`config.mk`:
```
export PLATFORM = sky130hd
export DESIGN_NAME = ram_responder
export DESIGN_NICKNAME = d
export VERILOG_FILES = /design/src/rtl/ram_responder_pkg.sv /design/src/rtl/ram_responder_array.sv /design/src/rtl/ram_responder.sv
export SDC_FILE = /design/constraint.sdc
export NUM_CORES = 2
export LEC_CHECK = 0
export CAP_MARGIN = 10
export CORE_MARGIN = 8
export CORE_UTILIZATION = 57
export CTS_BUF_LIST = sky130_fd_sc_hd__clkbuf_4 sky130_fd_sc_hd__clkbuf_8
export CTS_CLUSTER_SIZE = 24
export DETAILED_ROUTE_END_ITERATION = 10
export PLACE_DENSITY = 0.75
export SYNTH_ARGS = -nofsm -noshare
export SYNTH_HDL_FRONTEND = slang
export SYNTH_HIERARCHICAL = 1
export SYNTH_SLANG_ARGS = --single-unit
```
`constraint.sdc`:
```
create_clock -name clk -period 6.38 [get_ports clk]
set_input_delay 0.957 -clock clk [delete_from_list [all_inputs] [get_ports clk]]
set_output_delay 0.957 -clock clk [all_outputs]
set_load 0.02 [all_outputs]
```
`src/rtl/ram_responder_pkg.sv`:
```
// Shared types and limits for the ram_responder memory-side read handshake.
package ram_responder_pkg;

  typedef enum logic [0:0] {
    ST_IDLE = 1'b0,
    ST_WAIT = 1'b1
  } state_t;

  localparam int LATENCY_MIN = 1;
  localparam int LATENCY_MAX = 15;
  localparam int CNT_W       = 4;

endpackage

```
`src/rtl/ram_responder_array.sv`:
```
// Word-addressed storage: synchronous write, combinational read.
module ram_array #(
  parameter int DWIDTH = 16,
  parameter int AWIDTH = 8
) (
  input  logic              clk,
  input  logic              wr_en,
  input  logic [AWIDTH-1:0] wr_addr,
  input  logic [DWIDTH-1:0] wr_data,
  input  logic [AWIDTH-1:0] rd_addr,
  output logic [DWIDTH-1:0] rd_data
);

  logic [DWIDTH-1:0] mem [2**AWIDTH];

  always_ff @(posedge clk) begin
    if (wr_en) mem[wr_addr] <= wr_data;
  end

  always_comb rd_data = mem[rd_addr];

endmodule

```
`src/rtl/ram_responder.sv`:
```
// Fixed-latency read responder: accepts a req pulse, snapshots the word, and
// returns it with a one-cycle rvalid LATENCY cycles later.
module ram_responder
  import ram_responder_pkg::*;
#(
  parameter int DWIDTH  = 16,
  parameter int AWIDTH  = 8,
  parameter int LATENCY = 2
) (
  input  logic              clk,
  input  logic              rst,
  input  logic              req,
  input  logic [AWIDTH-1:0] addr,
  input  logic              wr_en,
  input  logic [AWIDTH-1:0] wr_addr,
  input  logic [DWIDTH-1:0] wr_data,
  output logic [DWIDTH-1:0] rdata,
  output logic              rvalid,
  output logic              busy,
  output logic              overrun
);

  if (LATENCY < LATENCY_MIN || LATENCY > LATENCY_MAX) begin : g_bad_latency
    $fatal(1, "ram_responder: LATENCY must be within 1..15");
  end

  logic [DWIDTH-1:0] mem_word;
  logic [DWIDTH-1:0] rd_word;
  logic [DWIDTH-1:0] hold;
  logic [CNT_W-1:0]  cnt;
  state_t            state;

  ram_array #(
    .DWIDTH(DWIDTH),
    .AWIDTH(AWIDTH)
  ) u_array (
    .clk     (clk),
    .wr_en   (wr_en),
    .wr_addr (wr_addr),
    .wr_data (wr_data),
    .rd_addr (addr),
    .rd_data (mem_word)
  );

  // Write-first bypass so a same-cycle write to the requested word is captured.
  always_comb rd_word = (wr_en && (wr_addr == addr)) ? wr_data : mem_word;

  always_ff @(posedge clk or posedge rst) begin
    if (rst) begin
      state   <= ST_IDLE;
      cnt     <= '0;
      hold    <= '0;
      rdata   <= '0;
      rvalid  <= 1'b0;
      busy    <= 1'b0;
      overrun <= 1'b0;
    end else begin
      rvalid <= 1'b0;
      case (state)
        ST_IDLE: begin
          if (req) begin
            if (LATENCY == 1) begin
              rdata  <= rd_word;
              rvalid <= 1'b1;
            end else begin
              hold  <= rd_word;
              cnt   <= CNT_W'(LATENCY - 1);
              busy  <= 1'b1;
              state <= ST_WAIT;
            end
          end
        end
        ST_WAIT: begin
          if (req) overrun <= 1'b1;
          cnt <= cnt - CNT_W'(1);
          // Issue on the edge that takes the counter to zero, freeing IDLE for
          // a back-to-back request in the rvalid cycle.
          if (cnt == CNT_W'(1)) begin
            rdata  <= hold;
            rvalid <= 1'b1;
            busy   <= 1'b0;
            state  <= ST_IDLE;
          end
        end
        default: state <= ST_IDLE;
      endcase
    end
  end

endmodule

```
==> impl_metrics.json <==
{
  "initial_utilization_pct": 57.4,
  "detail-route-antenna-nets": 0,
  "clock_power_share_pct": 39.0,
  "portBuffers": 54,
  "p_switching_mw": 12.3,
  "nFillCells": 17980,
  "cts.path.max_buffers": 4,
  "cell_with_the_most_instances_after_synthesis": "edfxtp_1",
  "max_cap_viol_count": 0,
  "asyncSetResetFlopFracSynth_pct": 0.967,
  "worstPathRequired_ps": 7320,
  "yosys-mux-area-fraction_pct": 15.4,
  "die_x_um": 547,
  "arithmetic_cell_share_of_the_synthesized_area_counting_full_adders_half_adders_and_majority_gates_pct": 0.0156,
  "area_delta_synth_final_pct": 11.5,
  "met3_length_um": 50600,
  "netlist_top_cells_area": "edfxtp_1 (77%), mux4_2 (11%), mux2i_1 (3.5%)",
  "core_sq_um": 280000,
  "critPathCaptureType": "flop",
  "max_clock_freq_mhz": 219,
  "syn_inst": 7535,
  "postPlaceCellArea_sq_um": 167000,
  "category_of_the_most_critical_setup_path": "in -> reg",
  "worst_ir_drop_vdd_mv": 0.193,
  "finalClockSkew_ps": 113,
  "drive_gt1_share_pct": 27.4,
  "postLayoutCoreUtil_pct": 64.0,
  "top_signal_layer_used": "met5",
  "placementRows": 194,
  "groute.usage.overall_pct": 26.8,
  "worst_slew_pin_slew_ps": 1270,
  "relSlewSlack_pct": 12.9,
  "dr_total_vias": 82845,
  "path_max_fanout": 12,
  "clock_sink_count": 4136,
  "fp.dieArea_sq_um": 299000,
  "hold_path.class": "in -> reg",
  "comb_power_share_pct": 5.8,
  "worstSetupStartpointType": "primary input",
  "htree_levels": 6,
  "report.power.total_mw": 54.8,
  "clk-insertion-delay-late_ps": 1080,
  "die_h_um": 547,
  "synth-seq-cells": 4136,
  "crit_end": "hold[13]",
  "run_status": "completed",
  "seqCellArea_sq_um": 124000,
  "placedCellCount": 11249,
  "switching_share_pct": 22.5,
  "reg2regPathDepth": 8,
  "drt_met1_wl_um": 147000,
  "weighted_congestion_at_the_end_of_routability_driven_global_placement": 0.926,
  "timing.rr.start": "u_array/mem[142][6]",
  "synth_edf_count": 4096,
  "cts_tree": "yes",
  "final_cell_area_sq_um": 179000,
  "ys_types": 60,
  "leakage_nw": 57.3,
  "mappedNetlistNets": 7573,
  "synthesis.area_per_instance_sq_um": 21.3,
  "period_share_pct": 71.7,
  "netlist.area_leader.share_pct": 76.7,
  "synth.cell_area_sq_um": 160000,
  "setup-violations-final": 0,
  "resized_gates_after_cts": 0,
  "hpwlAfterDp_um": 241000,
  "largest_net_degree_at_the_start_of_global_routing": 142,
  "final_period_minus_worst_setup_slack_ps": 4570,
  "synth-compound-area-share_pct": 3.72,
  "grt_overflow": 0,
  "r2r_slack_ps": 2810,
  "antenna_found_initial": 31,
  "drt_wl_total_um": 411000,
  "multiInputGateArea_sq_um": 33700,
  "totalNegativeSetupSlack_ps": 0,
  "rr_endpoint": "hold[6]",
  "synth-seq-area-share_pct": 77.3,
  "met2RoutedLength_um": 191000,
  "path_clk_slew_ps": 60,
  "detailedRoute.firstPassIterationCount": 8,
  "grt_pass1_wl_um": 583000,
  "finalNetCount": 8200,
  "clock-root-buffer": "clkbuf_8",
  "timing.critical_path.arrival_ps": 5510,
  "number_of_buffers_created_by_cts": 635,
  "post_synth_and_or_nand_nor_area_fraction_pct": 1.73,
  "io_pins": 55,
  "cts_setup_buffers": 0,
  "avgViaCountPerCell": 6.68,
  "cellInternalPower_mw": 42.5,
  "power.share.sequential_pct": 55.3,
  "critPathLaunch": "addr[5]",
  "yosys_warnings": 6,
  "ys.flop_type": "edfxtp_1",
  "wl_per_cell_um": 33.2,
  "yosysTopAreaCell": "edfxtp_1",
  "power_density_nw_per_um2": 307,
  "finalHoldViolations": 0,
  "unrepaired_setup_endpoints_after_global_routing": "no",
  "finish.cell_count_without_fillers": 12393,
  "synth_xor_area_share_pct": 0.0484,
  "drt-initial-drc-count": 11785,
  "final-max-slew-violation-count": 0,
  "synth_top_family_by_area": "multiplexers",
  "synth_commonest_cells": "edfxtp_1 (4096), mux4_2 (797), mux2i_1 (565)",
  "via_count_of_the_first_global_routing_pass": 81726,
  "cts_hold_buf": 0,
  "drc": 0
}
per-stage QoR:
step,hold slack (ps),worst slack (ps)
final,353,1810
after global routing,339,2060
after CTS,306,2230
after detailed placement,451,1100
after global placement,438,1030
after floorplan,465,3160
cell type report:
cell class	count	share of cell area, %
sequential	4136	69.3
multi-input combinational	2923	18.9
clock buffer	873	5.96
tap	3724	2.60
timing repair buffer	458	2.30
clock inverter	247	0.892
antenna	24	0.0336
inverter	8	0.0238
state kept, by name, indices dropped and copies added, names as in the netlist:
register	cells
busy	1
cnt	4
hold	16
overrun	1
rdata	16
rvalid	1
state	1
u_array/mem	4096
power groups by stage:
stage | clock network [mW] | logic (mW) | registers, mW
floorplan | 0 | 1.72 | 30.7
global placement | 0 | 3.05 | 30.8
detailed placement | 0 | 3.13 | 30.8
CTS | 21.6 | 3.14 | 30.3
global route | 22.7 | 3.30 | 30.3
finish | 21.4 | 3.18 | 30.3
worst min path at each step:
stage,slack (ps),depth (start not counted),from,to
2_1_floorplan,470,1,cnt[2],cnt[2]
3_3_place_gp,440,1,overrun,overrun
3_5_place_dp,450,1,overrun,overrun
4_1_cts,310,1,wr_data[12],u_array/mem[93][12]
5_1_grt,340,1,wr_data[12],u_array/mem[93][12]
6_report,350,1,wr_data[12],u_array/mem[93][12]
placed cells by master (no fill, tap or decap), types with 43 or more instances in the layout:
cell type,n
nor2_1,306
clkinv_2,63
clkinv_1,127
clkbuf_8,658
nor3_1,88
clkbuf_4,216
buf_4,369
edfxtp_1,4096
mux2_2,104
a22oi_1,43
o22ai_1,149
a21oi_1,193
o221ai_1,252
mux4_2,797
mux2i_1,565
metal layers:
metal	track usage, %	up-vias
li1	-	33285
met1	36.4	42872
met2	41.4	5703
met3	6.82	977
met4	12.7	8
met5	0	-
kinds of logic after synthesis:
family	Yosys count
compound gates	841
simple gates	606
mux	1466
buf+inv	476
xor+xnor	8
flops	4136
fa+ha+maj	2
worst max-delay path, stage by stage:
cell and delay, ps:
clkdlybuf4s50_1 1140, nand2_1 450, or3_1 680, a2111oi_0 1140
nor2_1 360, nand3_1 410, nor4_1 110, o31ai_1 110
a21oi_1 110
Note: power is estimated with default switching activity, not from simulation.
